--- src/rtl/wb_trace_buffer.sv ---
// wb_trace_buffer: captures write-back results {rd, data} into a first-word-
// fall-through FIFO drained over a valid/ready port. The core is never
// stalled; captures arriving while the FIFO is full are dropped and counted.
// Writes to x0 are filtered out and are not counted as drops.
//
// Optional feature macro: WB_TRACE_CHECKSUM_EN adds a 32-bit running
// signature (rotate-left-1 XOR data XOR rd) over every accepted push.
//
// Handshake: a pop happens on a rising edge where out_valid && out_ready.
// out_valid is high exactly when count != 0, never drops without a pop, and
// out_rd/out_data hold the head entry steady until it is popped.
module wb_trace_buffer #(
    parameter int DATA_W = 32,
    parameter int DEPTH  = 16,
    parameter int IDX_W  = 5
) (
    input  logic                     clk,
    input  logic                     reset,
    input  logic                     wb_valid,
    input  logic [IDX_W-1:0]         wb_rd,
    input  logic [DATA_W-1:0]        wb_data,
    output logic                     out_valid,
    input  logic                     out_ready,
    output logic [IDX_W-1:0]         out_rd,
    output logic [DATA_W-1:0]        out_data,
    output logic [$clog2(DEPTH):0]   count,
    output logic                     overflow,
    output logic [15:0]              drop_cnt,
    input  logic                     clear
`ifdef WB_TRACE_CHECKSUM_EN
    ,
    output logic [31:0]              checksum
`endif
);

    localparam int PTR_W = $clog2(DEPTH);
    localparam int CNT_W = PTR_W + 1;
    localparam int ENT_W = IDX_W + DATA_W;
    localparam logic [CNT_W-1:0] FULL_CNT = CNT_W'(DEPTH);

    logic [ENT_W-1:0] mem [DEPTH];
    logic [PTR_W-1:0] wr_ptr;
    logic [PTR_W-1:0] rd_ptr;

    logic capture;
    logic full;
    logic pop;
    logic push;
    logic drop;

    // Request decode: x0 writes never reach the FIFO or the drop counter.
    always_comb begin
        capture = wb_valid && (wb_rd != '0);
        full    = (count == FULL_CNT);
        pop     = out_valid && out_ready;
        push    = capture && (!full || pop);
        drop    = capture && full && !pop;
    end

    assign out_valid = (count != '0);

    // Head entry presentation; forced to zero while empty so reset shows zeros.
    always_comb begin
        out_rd   = '0;
        out_data = '0;
        if (out_valid) begin
            {out_rd, out_data} = mem[rd_ptr];
        end
    end

    // Storage write; contents need no reset because count gates visibility.
    always_ff @(posedge clk) begin
        if (push) begin
            mem[wr_ptr] <= {wb_rd, wb_data};
        end
    end

    // Pointer and occupancy update; pointers wrap naturally (DEPTH is 2^n).
    always_ff @(posedge clk or negedge reset) begin
        if (!reset) begin
            wr_ptr <= '0;
            rd_ptr <= '0;
            count  <= '0;
        end else begin
            if (push) begin
                wr_ptr <= wr_ptr + PTR_W'(1);
            end
            if (pop) begin
                rd_ptr <= rd_ptr + PTR_W'(1);
            end
            case ({push, pop})
                2'b10:   count <= count + CNT_W'(1);
                2'b01:   count <= count - CNT_W'(1);
                default: count <= count;
            endcase
        end
    end

    // Drop statistics; a drop in the same cycle as clear wins (result is 1).
    always_ff @(posedge clk or negedge reset) begin
        if (!reset) begin
            overflow <= 1'b0;
            drop_cnt <= '0;
        end else if (drop) begin
            overflow <= 1'b1;
            if (clear) begin
                drop_cnt <= 16'd1;
            end else if (drop_cnt != 16'hFFFF) begin
                drop_cnt <= drop_cnt + 16'd1;
            end
        end else if (clear) begin
            overflow <= 1'b0;
            drop_cnt <= '0;
        end
    end

`ifdef WB_TRACE_CHECKSUM_EN
    logic [31:0] sum_base;
    logic [31:0] data32;
    logic [31:0] rd32;

    // Checksum inputs: clear restarts the signature from zero in the same cycle.
    always_comb begin
        sum_base = clear ? 32'd0 : {checksum[30:0], checksum[31]};
        data32   = 32'(wb_data);
        rd32     = 32'(wb_rd);
    end

    // Running signature over accepted pushes.
    always_ff @(posedge clk or negedge reset) begin
        if (!reset) begin
            checksum <= '0;
        end else if (push) begin
            checksum <= sum_base ^ data32 ^ rd32;
        end else if (clear) begin
            checksum <= '0;
        end
    end
`endif

endmodule

--- config.mk ---
export PLATFORM = sky130hd
export DESIGN_NAME = wb_trace_buffer
export DESIGN_NICKNAME = d
export VERILOG_FILES = /design/src/rtl/wb_trace_buffer.sv
export SDC_FILE = /design/constraint.sdc
export NUM_CORES = 1
export LEC_CHECK = 0
export CORE_MARGIN = 8
export CORE_UTILIZATION = 45
export DETAILED_ROUTE_END_ITERATION = 7
export PLACE_DENSITY = 0.7
export SYNTH_ARGS = -nofsm -noshare
export SYNTH_HDL_FRONTEND = slang
export SYNTH_SLANG_ARGS = --single-unit
export TNS_END_PERCENT = 20
--- constraint.sdc ---
create_clock -name clk -period 2.9 [get_ports clk]
set_clock_uncertainty 0.15 [all_clocks]
set_input_delay 0.725 -clock clk [delete_from_list [all_inputs] [get_ports clk]]
set_output_delay 0.725 -clock clk [all_outputs]
set_load 0.005 [all_outputs]
==> results of run 1 <==
==> kinds of logic after synthesis <==
group	count (synthesis)	share of synthesized area (%)
simple gates	87	2.218
flops	622	76.74
xor+xnor	12	0.4353
fa+ha+maj	10	0.5493
mux	226	17.05
compound gates	73	1.886
buf+inv	65	1.125
==> power by group <==
| group | internal (mW) | switching, mW |
|---|---|---|
| Sequential | 10.8 | 0.345 |
| Clock | 4.44 | 3.31 |
| Combinational | 5.80 | 4.98 |
| Total | 21.0 | 8.63 |
==> cell type report <==
type | count | share of cell area (%)
sequential | 622 | 61.47
multi-input combinational | 408 | 19.07
timing repair buffer | 260 | 9.948
clock buffer | 87 | 5.808
tap | 696 | 2.887
clock inverter | 27 | 0.7218
inverter | 7 | 0.08712
antenna | 1 | 0.008297
==> registers in the layout (all words and copies together) (netlist names) <==
name	cells
drop_cnt	16
rd_ptr	4
overflow	1
count	5
mem	592
wr_ptr	4
==> layer usage <==
layer	wire, um	vias up	track usage (%)
met5	13	-	0
met4	1011	2	5.033
met3	3592	72	3.454
met2	26630	411	28.91
met1	22860	6391	24.23
li1	-	5183	-
==> metrics by stage <==
stage | total power [mW] | area (um2)
2_1_floorplan | 16.25 | 24190
3_3_place_gp | 20.42 | 27350
3_5_place_dp | 20.56 | 27350
4_1_cts | 29.44 | 29940
5_1_grt | 30.86 | 30160
6_report | 29.63 | 30160
==> cells in the final DEF (no fill, tap or decap), types with 6 or more instances in the layout <==
| cell type | n |
|---|---|
| sky130_fd_sc_hd__or3_1 | 7 |
| sky130_fd_sc_hd__clkbuf_1 | 20 |
| sky130_fd_sc_hd__buf_4 | 74 |
| sky130_fd_sc_hd__mux2i_1 | 50 |
| sky130_fd_sc_hd__ha_1 | 9 |
| sky130_fd_sc_hd__xnor2_1 | 10 |
| sky130_fd_sc_hd__nor2_1 | 10 |
| sky130_fd_sc_hd__nand2_1 | 10 |
| sky130_fd_sc_hd__mux2i_2 | 18 |
| sky130_fd_sc_hd__dfrtp_1 | 27 |
| sky130_fd_sc_hd__buf_12 | 60 |
| sky130_fd_sc_hd__clkdlybuf4s50_1 | 61 |
| sky130_fd_sc_hd__buf_16 | 7 |
| sky130_fd_sc_hd__buf_6 | 15 |
| sky130_fd_sc_hd__inv_1 | 6 |
| sky130_fd_sc_hd__clkbuf_16 | 67 |
| sky130_fd_sc_hd__o21ai_0 | 9 |
| sky130_fd_sc_hd__nand3_1 | 9 |
| sky130_fd_sc_hd__and2_2 | 12 |
| sky130_fd_sc_hd__mux2i_4 | 8 |
| sky130_fd_sc_hd__o22ai_1 | 20 |
| sky130_fd_sc_hd__edfxtp_1 | 592 |
| sky130_fd_sc_hd__mux4_2 | 148 |
| sky130_fd_sc_hd__clkinv_1 | 13 |
| sky130_fd_sc_hd__nand4_1 | 6 |
| sky130_fd_sc_hd__buf_2 | 34 |
| sky130_fd_sc_hd__a21oi_1 | 13 |
| sky130_fd_sc_hd__o22ai_2 | 14 |
==> timing repair <==
item                                    4_1_cts  5_1_grt
setup buffers                                32        7
pin swaps                                    17        8
endpoints found under the setup margin       39       39
endpoints found under the hold margin         0        0
resized for setup                           219       40
cloned                                        7        0
==> path summary, 6_finish.rpt <==
check,to,cells after the start,startpoint
min in group clk,overflow,2,overflow
min,drop_cnt[13],2,reset
max in group asynchronous,rd_ptr[0],2,reset
max,out_data[11],7,rd_ptr[0]
max reg2reg,count[4],10,count[1]
min reg2reg,overflow,2,overflow
==> impl_summary.log, run 1 <==
INFO  metric run_status = finished with violations
INFO  metric failed_checks = setup timing
INFO  metric drive_above_1_share = 35.93%
INFO  metric netlist-cell-type-count = 45
INFO  metric synth_flop_cell = sky130_fd_sc_hd__edfxtp_1
INFO  metric gp_congestion = 0.7680
INFO  metric worst_slew_margin = 55.09%
INFO  metric syn_to_final_growth = 24.92%
INFO  metric finish.cell_count_without_fillers = 2108
INFO  metric route.detailed.wl_per_inst = 25.66 um
INFO  metric timing.final.setup_violations = 39
INFO  metric yosysTopAreaCellShare = 73.63%
INFO  metric clock_tree.buffer_depth = 3
INFO  metric syn-instance-count = around 1.1k
INFO  metric drv.max_cap_violation_count = 0
INFO  metric fmax = 294.1 MHz
INFO  metric fp.dieArea = between 60000 and 70000 um2
INFO  metric tritoncts_clock_tree = yes
INFO  metric drc = 0
INFO  metric cts.hold.buffers_added = 0
INFO  metric yosys_warnings = 0
INFO  metric worstPathArrival = 2520 ps
INFO  metric synthMostInstantiatedCell = sky130_fd_sc_hd__edfxtp_1
INFO  metric routed-via-count = 12.06k
INFO  metric vdd_ir_drop_max = 464.5 uV
INFO  metric delay_of_the_slowest_critical_path_stage = 540 ps
INFO  metric min_period = 3400 ps
INFO  metric first_global_vias = 12.69k
INFO  metric report.final.slew_viol_count = 0
INFO  metric synth.yosys.seq_area_share = 76.74%
INFO  metric num_rows = 85
INFO  metric postSynthNetCount = 1147
INFO  metric critPathKind = reg -> out
INFO  metric final_hold_viol_count = 0
INFO  metric fin_hold_ws = 367.7 ps
INFO  metric cts.clk_slew.worst_paths = roughly 60 ps
INFO  metric syn-cell-area = 24140 um2
INFO  metric multi_input_comb_area = roughly 5800 um2
INFO  metric postLayoutSetupSlackWorst = -499.7 ps
INFO  metric fin_crit_sh = 117.2%
INFO  metric clk_root_buffer_cell = sky130_fd_sc_hd__clkbuf_16
INFO  metric grt_pass1_wl = 80060 um
INFO  metric die-width = 247.6 um
INFO  metric start_util = 45.22%
INFO  metric fill_cells = 3893
INFO  metric globalRoute.totalOverflow = 0
INFO  metric numCtsBuffers = 66
INFO  metric cts_sinks = 622
INFO  metric seqCellArea = 18540 um2
INFO  metric r2r_slack = around 80 ps
INFO  metric postSynth.asyncResetShare = 4.823%
INFO  metric worst_ep_required_time = 2030 ps
INFO  metric route.final.wire_length = between 50000 and 60000 um
INFO  metric critPathTopFamily = multiplexers
INFO  metric synth.area.top_cells = sky130_fd_sc_hd__edfxtp_1 74%, sky130_fd_sc_hd__mux4_2 14%, sky130_fd_sc_hd__mux2i_1 3.2%
INFO  metric place.detailed.hpwl = 30110 um
INFO  metric cts_htree_levels = 3
INFO  metric rsz0062_at_grt = yes
INFO  metric yosys_register_bits = between 600 and 700
INFO  metric postSynthAreaPerCell = 22.05 um2
INFO  metric place_inst = 1951
INFO  metric post_drt_antenna_nets = 0
INFO  metric power.density = 982.4 nW/um2
INFO  metric synth_enable_flop_cells = 592
INFO  metric worst_slew_pin_slew = between 600 and 700 ps
INFO  metric dieHeight = 247.6 um
INFO  metric path_cells = buf_12 > buf_6 > buf_12 > mux4_2 > mux2i_2 > o22ai_2 > buf_2
INFO  metric fp.coreArea = 53390 um2
INFO  metric drtIter0Drc = ~1.0k
INFO  metric worst_path_most_repeated_cell = sky130_fd_sc_hd__buf_12
INFO  metric cp_max_fo = 8
INFO  metric worst_skew_pair.late_latency = around 600 ps
INFO  metric startpoint_type = flip-flop
INFO  metric preCtsSetupSlack = -846.9 ps
INFO  metric timing.critical_path.buf_inv = 4
INFO  metric final_util = between 50% and 60%
INFO  metric fin_tns_setup = -16110 ps
INFO  metric setup.worst_path.end_class = primary output
INFO  metric detail_route.vias_per_cell = 5.721
INFO  metric post_synth_most_frequent_cells = 592 x sky130_fd_sc_hd__edfxtp_1, 148 x sky130_fd_sc_hd__mux4_2, 76 x sky130_fd_sc_hd__mux2i_1
INFO  metric layout.nets = 1417
INFO  metric hold_path_class = in -> async
INFO  metric grt_max_degree = 34
INFO  metric yosys.area.top_type = sky130_fd_sc_hd__edfxtp_1
INFO  metric number_of_port_buffers = 101
INFO  metric ios = 102
INFO  metric grt_antenna_before_repair = 2
INFO  metric power.leakage = around 10 nW
INFO  metric grt.total_usage = 17.70%
INFO  metric critical-path-slowest-cell = sky130_fd_sc_hd__mux4_2
INFO  metric detail_route.first_pass.iterations = 7
Power figures use the tool's default switching activity.
==> run 2, diff against run 1 <==
- PLACE_DENSITY: 0.7 -> 0.68
- TNS_END_PERCENT: 20 -> 50
- clock period: 2.9 -> 3.6 ns (I/O delays scaled with it)
==> impl_summary.log, run 2 (synthesis results as in run 1) <==
INFO  metric critical-path-slowest-cell = sky130_fd_sc_hd__dfrtp_4
INFO  metric timing.final.setup_violations = 4 (-90%)
INFO  metric finish.instance_area = 29820 um2 (-1.1%)
INFO  metric worst_skew_pair.late_latency = 600 ps (about the same)
INFO  metric numCtsBuffers = 59 (-11%)
INFO  metric detail_route.vias_per_cell = 5.703 (-0.30%)
INFO  metric worst_ep_required_time = 2550 ps (+520 ps)
INFO  metric fp.coreArea = 53390 um2 (unchanged)
INFO  metric route.final.wire_length = 54050 um (about the same)
INFO  metric clock_tree.buffer_depth = 3 (unchanged)
INFO  metric grt.total_usage = 17.84% (+0.13 points)
INFO  metric power_internal = 16.76 mW (-20%)
INFO  metric final_common_cell = sky130_fd_sc_hd__edfxtp_1
INFO  metric commonest_cells_after_routing_fill_and_taps_aside = 592 x sky130_fd_sc_hd__edfxtp_1, 148 x sky130_fd_sc_hd__mux4_2, 64 x sky130_fd_sc_hd__clkdlybuf4s50_1
INFO  metric setup.worst_path.end_class = primary output
INFO  metric n_antenna_cell = 0 (-1)
INFO  metric power.leakage = 9.819 nW (-1.7%)
INFO  metric syn_to_final_growth = 23.51%
INFO  metric grt_antenna_before_repair = 0 (-2)
INFO  metric fin_crit_sh = 100.4%
INFO  metric final_util = 55.85% (-0.64 points)
INFO  metric grt_pass1_wl = 80410 um (+0.44%)
INFO  metric cts.hold.buffers_added = 0 (unchanged)
INFO  metric cp_max_fo = 10 (+2)
INFO  metric drive_above_1_share = 34.45% (-1.5 points)
INFO  metric min_period = 3615 ps
INFO  metric routed-via-count = 11.82k (-2.0%)
INFO  metric total_power_after_layout = 23.71 mW (-20%)
INFO  metric power.density = 795.0 nW/um2 (-19%)
INFO  metric grt_max_degree = 45 (+32%)
INFO  metric cts.clk_slew.worst_paths = 60 ps (about the same)
INFO  metric globalRoute.totalOverflow = 0 (unchanged)
INFO  metric cts_sinks = 622 (unchanged)
INFO  metric drc = 0 (unchanged)
INFO  metric relative_contribution_of_sequential_cells_to_total_power = 37.6% (about the same)
INFO  metric worstPathArrival = 2570 ps (+50 ps)
INFO  metric switching_share = 29.29% (+0.17 points)
INFO  metric fp.dieArea = 61320 um2 (unchanged)
INFO  metric run_status = finished with violations
INFO  metric tritoncts_clock_tree = yes
INFO  metric delay_of_the_slowest_critical_path_stage = 510 ps (-30 ps)
INFO  metric first_global_vias = 12.36k (-2.7%)
INFO  metric power_frac_clock = 26.2% (about the same)
INFO  metric detail_route.first_pass.iterations = 5 (-2)
INFO  metric drv.max_cap_violation_count = 0 (unchanged)
INFO  metric hold_path_class = reg -> reg
INFO  metric worst_slew_pin_slew = 756.5 ps (+92.10 ps)
INFO  metric layout.nets = 1378 (-2.8%)
INFO  metric largest_register_ff_count = 592 (unchanged)
INFO  metric die-width = 247.6 um (unchanged)
INFO  metric fmax = 276.6 MHz
INFO  metric final_hold_viol_count = 0 (unchanged)
INFO  metric startpoint_type = flip-flop
INFO  metric failed_checks = setup timing
INFO  metric top_register = mem
INFO  metric report.final.slew_viol_count = 0 (unchanged)
INFO  metric start_util = 45.22% (unchanged)
INFO  metric finish.cell_count_without_fillers = 2072 (-1.7%)
INFO  metric worst_slew_margin = 49.42% (-5.7 points)
INFO  metric drtIter0Drc = 896 (-10%)
INFO  metric biggestRegsByFlops = mem (592), drop_cnt (16), count (5)
INFO  metric cts_htree_levels = 2 (-1)
INFO  metric preCtsSetupSlack = -389.6 ps (+457.3 ps)
INFO  metric combinationalPowerShare = 36.2% (-0.2 points)
INFO  metric postPlaceCellArea = 26920 um2 (-1.6%)
INFO  metric worst_path_most_repeated_cell = sky130_fd_sc_hd__buf_16
INFO  metric route.detailed.wl_per_inst = 26.09 um (+1.7%)
INFO  metric dieHeight = 247.6 um (unchanged)
INFO  metric place.detailed.hpwl = 29560 um (-1.8%)
INFO  metric num_rows = 85 (unchanged)
INFO  metric clk_root_buffer_cell = sky130_fd_sc_hd__clkbuf_16
INFO  metric gp_congestion = 0.7931 (+3.3%)
INFO  metric number_of_port_buffers = 101 (unchanged)
INFO  metric path_cells = buf_12 > buf_16 > buf_16 > buf_6 > mux4_2 > mux2i_1 > o22ai_1 > buf_2
INFO  metric fin_hold_ws = 415.3 ps (+47.62 ps)
INFO  metric rsz0062_at_grt = yes
INFO  metric fin_tns_setup = -21.79 ps (+16080 ps)
INFO  metric post_drt_antenna_nets = 0 (unchanged)
INFO  metric postLayoutSetupSlackWorst = -15.16 ps (+484.6 ps)
INFO  metric ios = 102 (unchanged)
INFO  metric vdd_ir_drop_max = 484.4 uV (+4.3%)
INFO  metric p_sw = 6.944 mW (-20%)
INFO  metric place_inst = 1912 (-2.0%)
INFO  metric critPathKind = reg -> out
[run 2: routing by layer]
layer	vias up	track usage, %	wire length, um
li1	5096	-	-
met1	6289	23.95	22440
met4	0	4.319	1003
met5	-	0	0
met2	360	29.97	27090
met3	72	3.508	3516
[run 2: critical path, delay by kind of cell (launching register included)]
kind,cells,cell delay (ps)
compound gates,1,130
buf+inv,5,690
flops,1,510
mux,2,620
[run 2: what timing repair did]
action | in CTS | in global routing
endpoints found under the setup margin | 37 | 37
buffers inserted | 41 | 1
pin swaps | 7 | 6
cloned | 9 | 0
gates resized for setup | 203 | 37
[run 2: path summary, 6_finish.rpt]
path                           start  slack [ps]  cells after the start     endpoint
max                        rd_ptr[0]         -20                      8  out_data[4]
min                         overflow         420                      2     overflow
max in group asynchronous      reset        2440                      2    rd_ptr[1]
min reg2reg                 overflow         420                      2     overflow
max reg2reg                 count[0]         470                     10     count[4]
min in group asynchronous      reset         530                      2  drop_cnt[5]
[run 2: power groups by stage]
stage	combinational [mW]	sequential (mW)	clock, mW
3_5_place_dp	7.16	9.10	0
4_1_cts	8.45	8.91	6.30
6_report	8.59	8.92	6.20
3_3_place_gp	7.10	9.06	0
2_1_floorplan	4.12	8.94	0
5_1_grt	9.10	8.97	6.58
[run 2: layout make-up]
type                       count  area (um2)
clock buffer                  66        1503
multi-input combinational    408        5763
inverter                       7       26.28
fill                        3916       23570
clock inverter                45       431.7
timing repair buffer         228        2686
sequential                   622       18540
tap                          696       870.8
